File: config.mk
export PLATFORM = sky130hd
export DESIGN_NAME = alarm_bank_flat
export DESIGN_NICKNAME = d
export VERILOG_FILES = /design/src/rtl/alarm_bank_pkg.sv /design/src/rtl/alarm_bank_if.sv /design/src/rtl/alarm_bank_match.sv /design/src/rtl/alarm_bank.sv /design/src/flat_wrapper.sv
export SDC_FILE = /design/constraint.sdc
export NUM_CORES = 1
export LEC_CHECK = 0
export ABC_AREA = 1
export ABC_CLOCK_PERIOD_IN_PS = 3900
export CAP_MARGIN = 20
export CORE_MARGIN = 4
export CORE_UTILIZATION = 60
export CTS_CLUSTER_DIAMETER = 120
export DETAILED_ROUTE_END_ITERATION = 8
export DONT_BUFFER_PORTS = 1
export PLACE_DENSITY = 0.76
export SETUP_SLACK_MARGIN = 0.1
export SKIP_CTS_REPAIR_TIMING = 1
export SLEW_MARGIN = 10
export SYNTH_ARGS = -nofsm -noshare
export SYNTH_HDL_FRONTEND = slang
export SYNTH_SLANG_ARGS = --single-unit
File: constraint.sdc
create_clock -name clk -period 3.9 [get_ports clk]
set_input_delay 0.975 -clock clk [delete_from_list [all_inputs] [get_ports clk]]
set_output_delay 0.975 -clock clk [all_outputs]
set_load 0.01 [all_outputs]
File: src/rtl/alarm_bank_pkg.sv
// Shared encodings, field widths and helpers for the alarm_bank slice.
package alarm_bank_pkg;

  localparam int HOUR_W   = 5;
  localparam int MIN_W    = 6;
  localparam int SEC_W    = 6;
  localparam int HOUR_MAX = 23;
  localparam int MIN_MAX  = 59;

  // SNOOZE is only reachable when ALARM_SNOOZE_EN is defined.
  typedef enum logic [2:0] {
    IDLE    = 3'd0,
    EDIT_H  = 3'd1,
    EDIT_M  = 3'd2,
    RINGING = 3'd3,
    SNOOZE  = 3'd4
  } state_t;

  // +/-1 with wrap between 0 and max; hour values are zero-extended by the caller.
  function automatic logic [MIN_W-1:0] step_wrap(input logic [MIN_W-1:0] v,
                                                 input logic [MIN_W-1:0] max,
                                                 input logic             dec);
    if (dec) return (v == '0) ? max : v - 1'b1;
    return (v == max) ? '0 : v + 1'b1;
  endfunction

endpackage

File: src/rtl/alarm_bank_if.sv
// Time/button inputs and ring/edit outputs of alarm_bank bundled as one port.
// master = time source / buttons / consumers side, slave = alarm_bank.
interface alarm_bank_if import alarm_bank_pkg::*; #(
  parameter int NUM_ALARMS = 4
);
  localparam int IDX_W = $clog2(NUM_ALARMS);

  logic                  sec_tick;
  logic [HOUR_W-1:0]     hour;
  logic [MIN_W-1:0]      minute;
  logic [SEC_W-1:0]      second;
  logic                  up, down, left, right, middle;
  logic                  ring;
  logic [IDX_W-1:0]      ring_idx;
  logic [IDX_W-1:0]      sel_idx;
  logic [NUM_ALARMS-1:0] alarm_en;
  logic                  edit_active;
  logic                  edit_field;
  logic [HOUR_W-1:0]     edit_hour;
  logic [MIN_W-1:0]      edit_minute;

  modport master (
    output sec_tick, hour, minute, second, up, down, left, right, middle,
    input  ring, ring_idx, sel_idx, alarm_en, edit_active, edit_field,
           edit_hour, edit_minute
  );

  modport slave (
    input  sec_tick, hour, minute, second, up, down, left, right, middle,
    output ring, ring_idx, sel_idx, alarm_en, edit_active, edit_field,
           edit_hour, edit_minute
  );

endinterface

File: src/rtl/alarm_bank_match.sv
// Combinational H:M compare of every enabled alarm against the current time;
// reports whether any alarm hits and the lowest hitting index.
module alarm_bank_match import alarm_bank_pkg::*; #(
  parameter int NUM_ALARMS = 4,
  parameter int IDX_W      = 2
) (
  input  logic [NUM_ALARMS-1:0][HOUR_W-1:0] al_hour,
  input  logic [NUM_ALARMS-1:0][MIN_W-1:0]  al_min,
  input  logic [NUM_ALARMS-1:0]             en,
  input  logic [HOUR_W-1:0]                 hour,
  input  logic [MIN_W-1:0]                  minute,
  output logic                              hit,
  output logic [IDX_W-1:0]                  idx
);

  logic [NUM_ALARMS-1:0] eq;

  for (genvar i = 0; i < NUM_ALARMS; i++) begin : g_cmp
    assign eq[i] = en[i] && (al_hour[i] == hour) && (al_min[i] == minute);
  end

  // Scan high to low so the lowest hitting channel is the last one written.
  always_comb begin
    hit = |eq;
    idx = '0;
    for (int i = NUM_ALARMS - 1; i >= 0; i--)
      if (eq[i]) idx = IDX_W'(i);
  end

endmodule

File: src/rtl/alarm_bank.sv
// Multi-channel H:M alarm controller with per-alarm enable and ring timeout.
// Optional snooze is compiled in with `define ALARM_SNOOZE_EN.
module alarm_bank import alarm_bank_pkg::*; #(
  parameter int NUM_ALARMS   = 4,
  parameter int RING_SECONDS = 60,
  parameter int SNOOZE_MIN   = 5
) (
  input logic         clk,
  input logic         rst_n,
  alarm_bank_if.slave bus
);

  localparam int IDX_W  = $clog2(NUM_ALARMS);
  localparam int RCNT_W = $clog2(RING_SECONDS + 1);
  localparam logic [IDX_W-1:0]  LAST_IDX  = IDX_W'(NUM_ALARMS - 1);
  localparam logic [RCNT_W-1:0] RING_LAST = RCNT_W'(RING_SECONDS - 1);

  if (NUM_ALARMS < 2 || NUM_ALARMS > 8 || RING_SECONDS < 1 || SNOOZE_MIN < 1) begin : g_bad_cfg
    $error("alarm_bank: parameter out of range");
  end

  state_t                            state;
  logic [NUM_ALARMS-1:0][HOUR_W-1:0] al_hour;
  logic [NUM_ALARMS-1:0][MIN_W-1:0]  al_min;
  logic [RCNT_W-1:0]                 ring_cnt;
  logic                              hit;
  logic [IDX_W-1:0]                  hit_idx;
  logic                              match;

`ifdef ALARM_SNOOZE_EN
  localparam int SCNT_W = $clog2(SNOOZE_MIN * 60 + 1);
  localparam logic [SCNT_W-1:0] SNZ_LAST = SCNT_W'(SNOOZE_MIN * 60 - 1);
  logic [SCNT_W-1:0] snz_cnt;
`endif

  alarm_bank_match #(.NUM_ALARMS(NUM_ALARMS), .IDX_W(IDX_W)) u_match (
    .al_hour (al_hour),
    .al_min  (al_min),
    .en      (bus.alarm_en),
    .hour    (bus.hour),
    .minute  (bus.minute),
    .hit     (hit),
    .idx     (hit_idx)
  );

  // Alarms fire only from IDLE, on the top-of-minute tick.
  assign match = (state == IDLE) && bus.sec_tick && (bus.second == '0) && hit;

  // Controller FSM; all outputs registered alongside the state.
  always_ff @(posedge clk) begin
    if (!rst_n) begin
      state           <= IDLE;
      al_hour         <= '0;
      al_min          <= '0;
      ring_cnt        <= '0;
      bus.ring        <= 1'b0;
      bus.ring_idx    <= '0;
      bus.sel_idx     <= '0;
      bus.alarm_en    <= '0;
      bus.edit_active <= 1'b0;
      bus.edit_field  <= 1'b0;
      bus.edit_hour   <= '0;
      bus.edit_minute <= '0;
`ifdef ALARM_SNOOZE_EN
      snz_cnt         <= '0;
`endif
    end else begin
      case (state)
        IDLE: begin
          if (match) begin
            state        <= RINGING;
            bus.ring     <= 1'b1;
            bus.ring_idx <= hit_idx;
            ring_cnt     <= '0;
          end else if (bus.middle) begin
            state           <= EDIT_H;
            bus.edit_active <= 1'b1;
            bus.edit_field  <= 1'b0;
            bus.edit_hour   <= al_hour[bus.sel_idx];
            bus.edit_minute <= al_min[bus.sel_idx];
          end else if (bus.up) begin
            bus.alarm_en[bus.sel_idx] <= ~bus.alarm_en[bus.sel_idx];
          end else if (!bus.down) begin
            // down has no action here but still consumes the cycle
            if (bus.left)
              bus.sel_idx <= (bus.sel_idx == '0) ? LAST_IDX : bus.sel_idx - 1'b1;
            else if (bus.right)
              bus.sel_idx <= (bus.sel_idx == LAST_IDX) ? '0 : bus.sel_idx + 1'b1;
          end
        end

        EDIT_H, EDIT_M: begin
          if (bus.middle) begin
            al_hour[bus.sel_idx]      <= bus.edit_hour;
            al_min[bus.sel_idx]       <= bus.edit_minute;
            bus.alarm_en[bus.sel_idx] <= 1'b1;
            state                     <= IDLE;
            bus.edit_active           <= 1'b0;
            bus.edit_field            <= 1'b0;
          end else if (bus.up || bus.down) begin
            if (state == EDIT_H)
              bus.edit_hour <= HOUR_W'(step_wrap(MIN_W'(bus.edit_hour),
                                                 MIN_W'(HOUR_MAX), !bus.up));
            else
              bus.edit_minute <= step_wrap(bus.edit_minute, MIN_W'(MIN_MAX), !bus.up);
          end else if (bus.left) begin
            if (state == EDIT_M) begin
              state          <= EDIT_H;
              bus.edit_field <= 1'b0;
            end
          end else if (bus.right) begin
            if (state == EDIT_H) begin
              state          <= EDIT_M;
              bus.edit_field <= 1'b1;
            end
          end
        end

        RINGING: begin
          if (bus.middle) begin
            state    <= IDLE;
            bus.ring <= 1'b0;
`ifdef ALARM_SNOOZE_EN
          end else if (bus.up || bus.down) begin
            state    <= SNOOZE;
            bus.ring <= 1'b0;
            snz_cnt  <= '0;
`endif
          end else if (bus.sec_tick) begin
            if (ring_cnt == RING_LAST) begin
              state    <= IDLE;
              bus.ring <= 1'b0;
            end else begin
              ring_cnt <= ring_cnt + 1'b1;
            end
          end
        end

`ifdef ALARM_SNOOZE_EN
        SNOOZE: begin
          if (bus.middle) begin
            state <= IDLE;
          end else if (bus.sec_tick) begin
            if (snz_cnt == SNZ_LAST) begin
              state    <= RINGING;
              bus.ring <= 1'b1;
              ring_cnt <= '0;
            end else begin
              snz_cnt <= snz_cnt + 1'b1;
            end
          end
        end
`endif

        default: state <= IDLE;
      endcase
    end
  end

endmodule

File: src/flat_wrapper.sv
// flat-port wrapper written by rule: the top's interface ports become plain ports
module alarm_bank_flat import alarm_bank_pkg::*;
#(
  parameter int NUM_ALARMS   = 4,
  parameter int RING_SECONDS = 60,
  parameter int SNOOZE_MIN   = 5
)
  (clk, rst_n, bus_sec_tick, bus_hour, bus_minute, bus_second, bus_up, bus_down, bus_left, bus_right, bus_middle, bus_ring, bus_ring_idx, bus_sel_idx, bus_alarm_en, bus_edit_active, bus_edit_field, bus_edit_hour, bus_edit_minute);
  alarm_bank_if #(.NUM_ALARMS(NUM_ALARMS)) bus_i ();
  input logic clk;
  input logic rst_n;
  input wire logic [$bits(bus_i.sec_tick)-1:0] bus_sec_tick;
  input wire logic [$bits(bus_i.hour)-1:0] bus_hour;
  input wire logic [$bits(bus_i.minute)-1:0] bus_minute;
  input wire logic [$bits(bus_i.second)-1:0] bus_second;
  input wire logic [$bits(bus_i.up)-1:0] bus_up;
  input wire logic [$bits(bus_i.down)-1:0] bus_down;
  input wire logic [$bits(bus_i.left)-1:0] bus_left;
  input wire logic [$bits(bus_i.right)-1:0] bus_right;
  input wire logic [$bits(bus_i.middle)-1:0] bus_middle;
  output wire logic [$bits(bus_i.ring)-1:0] bus_ring;
  output wire logic [$bits(bus_i.ring_idx)-1:0] bus_ring_idx;
  output wire logic [$bits(bus_i.sel_idx)-1:0] bus_sel_idx;
  output wire logic [$bits(bus_i.alarm_en)-1:0] bus_alarm_en;
  output wire logic [$bits(bus_i.edit_active)-1:0] bus_edit_active;
  output wire logic [$bits(bus_i.edit_field)-1:0] bus_edit_field;
  output wire logic [$bits(bus_i.edit_hour)-1:0] bus_edit_hour;
  output wire logic [$bits(bus_i.edit_minute)-1:0] bus_edit_minute;
  assign bus_i.sec_tick = bus_sec_tick;
  assign bus_i.hour = bus_hour;
  assign bus_i.minute = bus_minute;
  assign bus_i.second = bus_second;
  assign bus_i.up = bus_up;
  assign bus_i.down = bus_down;
  assign bus_i.left = bus_left;
  assign bus_i.right = bus_right;
  assign bus_i.middle = bus_middle;
  assign bus_ring = bus_i.ring;
  assign bus_ring_idx = bus_i.ring_idx;
  assign bus_sel_idx = bus_i.sel_idx;
  assign bus_alarm_en = bus_i.alarm_en;
  assign bus_edit_active = bus_i.edit_active;
  assign bus_edit_field = bus_i.edit_field;
  assign bus_edit_hour = bus_i.edit_hour;
  assign bus_edit_minute = bus_i.edit_minute;
  alarm_bank #(.NUM_ALARMS(NUM_ALARMS), .RING_SECONDS(RING_SECONDS), .SNOOZE_MIN(SNOOZE_MIN)) u_core (.clk(clk), .rst_n(rst_n), .bus(bus_i));
endmodule
* Word level (Yosys, flattened, before mapping)
Cells that the tools add are included.
Cells by class: $add $sub $neg 7, $lt $le $gt $ge 2, eq/ne operators 35, mux-type cells 93, bitwise operators 6, reductions and logical operators 34
Operator list (count):
- 6-bit 2-to-1 mux | 15
- 5-bit 2-to-1 mux | 11
- 3-bit 2-to-1 mux | 11
- 1-bit 2-to-1 mux | 27
- 24-bit bitwise mux | 1
- 6-bit equality test | 4
- 6-bit case mux with 2 select lines | 2
- 20-bit bitwise mux | 1
- 5-bit equality test | 4
- 2-bit inequality test, second input constant | 10
- 6-bit AND reduction | 3
- 2-bit 2-to-1 mux | 8
- 4-bit 2-to-1 mux | 4
- 7-bit AND reduction | 2
- 6-bit by 1-bit adder with 6-bit output, second input constant | 2
- 6-bit binary-select mux with 2-bit select | 1
- 6-bit demux with 2-bit select | 1
- 6-bit equality test, second input constant | 2
- 1-bit logical AND | 12
- 6-bit zero test | 2
- 5-bit binary-select mux with 2-bit select | 1
- 5-bit demux with 2-bit select | 1
- 5-bit case mux with 2 select lines | 1
- 5-bit AND reduction | 2
- other kinds (33) | 49
Word-level totals: register bits after elaboration 75, input bits 25, output and inout bits 22, word-level logic and storage cells 195

* Logic depth before layout (Yosys ltp)
depth in word-level cells 11, depth in mapped cells 16, mapped depth without buffers 15

* Modules after synthesis
Synthesis repeated with hierarchy kept, for this count alone.
Second synthesis, totals: cells, all modules 785, area total of the unflattened synthesis 5011.1 um^2
Modules (own cells, without submodules):
- alarm_bank | times used 1, cells each 622, area each 4271.6 um^2, sequential area each 1481.4 um^2
- alarm_bank_match | times used 1, cells each 163, area each 739.5 um^2, sequential area each 0.0 um^2

* Worst setup path before layout
Ideal clock, no wire load.
path type input to register, start point input port bus_hour[4], end point register u_core.bus.edit_minute[2] (netlist bit), library setup time 0.114 ns, arrival 2.022 ns, required time 3.786 ns, path slack 1.764 ns, stages 15, path buffers 1, cells stage by stage inv_2 > nand2_1 > nand2_1 > clkinv_1 > nand2_1 > nor2_1 > nand3_1 > nand2_2 > nand2_4 > nand2_8 > nor2_8 > nand2_4 > buf_8 > nor2_1 > nor2_2
On the way: word-level cells in the longest chain between the ends 7, elaborated cells between the ends (all ways) 16, those cells by class 5 x eq/ne; 11 x reduce/logical
Ends and longest elaborated chain:
- start, declared | line flat_wrapper.sv:13 | input wire logic [$bits(bus_i.hour)-1:0] bus_hour;
- 5-bit equality test | line alarm_bank_match.sv:19 | assign eq[i] = en[i] && (al_hour[i] == hour) && (al_min[i] == minute);
- 1-bit logical AND (2 in a row) | line alarm_bank_match.sv:19
- 4-bit OR reduction (*) | line alarm_bank_match.sv:24 | hit = |eq;
- 1-bit logical AND (*) | line alarm_bank.sv:47 | assign match = (state == IDLE) && bus.sec_tick && (bus.second == '0) && hit;
- 2-bit inequality test (no source line) (*)
- 6-bit AND reduction (no source line) (*)
- end signal, assigned | line alarm_bank.sv:80 | bus.edit_minute <= al_min[bus.sel_idx];
- end signal, assigned | line alarm_bank.sv:105 | bus.edit_minute <= step_wrap(bus.edit_minute, MIN_W'(MIN_MAX), !bus.up);
- end, declared | line alarm_bank_if.sv:31 | edit_hour, edit_minute
Every way passes the cells marked *; elsewhere a longest branch is shown, timed or not. A chain may end at the register's enable or synchronous reset.

* Worst setup path in the final report
start point register u_core.state[0], end point register u_core.al_min[16] (netlist bit)
On the way: word-level cells in the longest chain between the ends 3, elaborated cells between the ends (all ways) 4, those cells by class 2 x eq/ne; 2 x reduce/logical
Ends and longest elaborated chain:
- start, declared | line alarm_bank.sv:22 | state_t state;
- start signal, assigned | line alarm_bank.sv:52 | state <= IDLE;
- start signal, assigned | line alarm_bank.sv:71 | state <= RINGING;
- start signal, assigned | line alarm_bank.sv:76 | state <= EDIT_H;
- 3-bit by 1-bit equality test with 1-bit output / 3-bit by 2-bit equality test with 1-bit output (equally long branches) | line alarm_bank.sv:68 | case (state)
- 2-bit OR reduction (*) | line alarm_bank.sv:68
- 2-bit AND reduction (no source line) (*)
- end signal, assigned by index | line alarm_bank.sv:95 | al_min[bus.sel_idx] <= bus.edit_minute;
- end, declared | line alarm_bank.sv:24 | logic [NUM_ALARMS-1:0][MIN_W-1:0] al_min;
Marks and branches as above.

==> metrics.txt <==
Routed WL ~14000 µm; total grt overflow 0; Die Y about 98 µm; latest clock arrival within the worst-skew pair ~0.36 ns; Core ar. 7810 µm²; post-synth top area share 0.306; Total GRT Usage 0.299; CP Launch Type flip-flop; Final Wtd Congestion about 1.0; Hold Path Sink u_core.ring_cnt[5]; Ant. Diodes 0; synthesis-to-layout area growth 3.69%; power per cell area 621 nW/µm²; number of synthesized flops with an enable pin 0; share of layout cells above drive strength 1 0.0651; Critical-path top delay cell ha_1; vias in the first global route between 4000 and 5000; Internal between 0.0015 and 0.002 W; Max-slew headroom 0.505; 1st-iter DRT viols 483; crit path time final roughly 2.5 ns; Peak Freq 393 MHz; Mapped Cells ~770; Die Wd slightly below 100 µm; Placed Area 4840 µm²; Longest Clk Path Bufs 2; outcome complete, no violations; dpl hpwl about 10000 µm; Final setup viols 0; CTS root buffer clkbuf_8; Avg Inst Size Synth between 6 and 7 µm²; power share of the clock group 0.189; Synth Flop Type dfxtp_1; Logic pwr share 0.460; sw frac 0.472; critical path's largest stage delay roughly 0.63 ns; P_sw ~0.0015 W; RSZ-0062 raised after global routing no; synth unique cells 36; row count 32; critical path peak fanout 20; Peak VDD IR 421 µV; Max Cap Viol 0; Pwr Total ~0.0031 W; antenna violations before repair 0; fraction of the cycle the final worst path needs 0.652; Reg2Reg Setup Slack around 1.4 ns; Top-Level Pins 47; post-route cell area approximately 5000 µm²; sequential share of power 0.351; Cell Chain, Critical Path inv_1 -> ha_1 -> nand2_1 -> inv_2 -> nand2_1 -> o21ai_0 -> a21oi_1; Fin. Hold Viols 0; CTS Buf Count 9; CP required roughly 4.1 ns; input/output buffers 0; Yosys warning total 0; WP data arrival approximately 2.8 ns; worst min-delay path category flip-flop to flip-flop; Net Count, Synth between 800 and 900; drt first pass iters 5; Nets about 790; # H-tree levels 3; kind of critical path flip-flop to flip-flop; CTS tree built; Setup TNS 0 ns; wire per inst roughly 17 µm; synthesized area 4840 µm²; Synth area leaders dfxtp_1 31%, nand2_1 15%, a21oi_1 9.8%; top post-synthesis cells by count 188 x nand2_1, 95 x a21oi_1, 83 x inv_1, 83 x o21ai_0, 74 x dfxtp_1; drt drc 0; delay-heaviest family, CP simple AND/OR/NAND/NOR gates; die footprint 9580 µm²; Lkg Pwr between 2 and 2.5 nW; Synth async-reset ratio 0; largest net degree at the start of global routing slightly above 60; Final Core Density 0.643; Pins Over Slew Limit 0; cell mode on critical path nand2_1; Crit path buffers/inverters 2; vias per inst a little under 6; Worst Skew 0.00886 ns; via count 4964; Seq/Total Area, Yosys 0.306; hold_sp u_core.ring_cnt[5]; CP Capture Type flip-flop; most frequent cell after synthesis nand2_1; hold path depth 2; Worst Tran Pin Value around 0.74 ns; Worst-path clk slew around 0.08 ns; reg-to-reg endpoint u_core.al_min[16]; Reg2Reg Depth 7; R2R Path Start u_core.state[0]; CTS sink count between 70 and 80; post-synth top area cell dfxtp_1; first-pass GRT wire length ~23000 µm; starting density of the core 0.621; DRT antenna net count 0; Yosys reg bits 74
routing by layer:
layer,vias up,part of all wire,global-route usage,wire [µm]
met1,2223,0.42,0.395,5930
li1,2453,-,-,-
met4,0,0.027,0.127,381
met3,28,0.11,0.0757,1500
met2,260,0.45,0.463,6330
met5,-,0,0,0
flip-flops by register name (all words and copies together), names as in the netlist:
| register | count |
|---|---|
| u_core.bus.edit_minute | 6 |
| u_core.state | 2 |
| u_core.al_hour | 20 |
| u_core.ring_cnt | 6 |
| u_core.bus.alarm_en | 4 |
| u_core.bus.edit_hour | 5 |
| u_core.bus.ring | 1 |
| u_core.al_min | 24 |
| u_core.bus.sel_idx | 2 |
| u_core.bus.ring_idx | 2 |
| u_core.bus.edit_active | 1 |
| u_core.bus.edit_field | 1 |
layout make-up:
class	count	area, µm²
clock buffer	13	139
timing repair buffer	2	15.0
fill	767	2780
clock inverter	3	40.0
tap	102	128
multi-input combinational	560	2840
inverter	101	379
sequential	74	1480
layout by cell type, fill, tap and decap left out, types with 4 or more instances in the layout:
cell type | Yosys | routed
inv_1 | 83 | 83
clkbuf_8 | 0 | 9
clkbuf_1 | 29 | 4
o21ai_0 | 83 | 83
ha_1 | 15 | 15
nor2_2 | 5 | 5
nand3_2 | 4 | 4
nor2_1 | 60 | 60
xnor2_1 | 12 | 12
nor3_1 | 7 | 7
dfxtp_1 | 74 | 74
nand2_1 | 188 | 188
inv_2 | 16 | 16
nand4_1 | 8 | 8
a21oi_1 | 95 | 95
xor2_1 | 12 | 12
o211ai_1 | 4 | 4
nand3_1 | 42 | 42
per-stage QoR:
step	hold WS [ns]	std cells	setup slack, ns
floorplan	0.441	769	1.76
global placement	0.453	839	1.49
detailed placement	0.464	839	1.40
CTS	0.477	855	1.35
global route	0.507	855	1.08
finish	0.475	855	1.36
power by group through the flow:
stage / registers (W) / logic [W] / clock network (W)
after floorplan: 0.00100 / 0.00119 / 0
after global placement: 0.00110 / 0.00137 / 0
after detailed placement: 0.00111 / 0.00140 / 0
after CTS: 0.00109 / 0.00141 / 0.000597
after global routing: 0.00112 / 0.00162 / 0.000629
final: 0.00110 / 0.00144 / 0.000590
worst max path at each step:
stage | slack [ns] | from | depth (start not counted) | to
finish | 1.36 | u_core.state[0] | 7 | u_core.al_min[16]
CTS | 1.35 | u_core.state[0] | 7 | u_core.al_min[16]
global placement | 1.49 | bus_minute[0] | 12 | u_core.bus.edit_hour[1]
detailed placement | 1.40 | u_core.state[0] | 7 | u_core.al_hour[14]
global route | 1.08 | u_core.state[1] | 7 | u_core.al_min[16]
floorplan | 1.76 | bus_hour[4] | 15 | u_core.bus.edit_minute[2]
worst min-delay path: cells and delay by family, from the launching register on:
kind / cells / cell delay [ns]
compound gates: 1 / 0.05
flops: 1 / 0.32
simple gates: 1 / 0.06
kinds of logic (layout without fill, tap and decap cells):
family                     count (synthesis)  after routing  share of synthesized area
and+or+nand+nor                          328            328                      0.296
xor gates and xnor gates                  24             24                     0.0434
buffers and inverters                    135            119                      0.108
AOI/OAI and AO/OA                        193            193                      0.208
DFF                                       74             74                      0.306
adders and majority gates                 15             15                     0.0387
No activity file was read; power rests on OpenSTA's default activity.
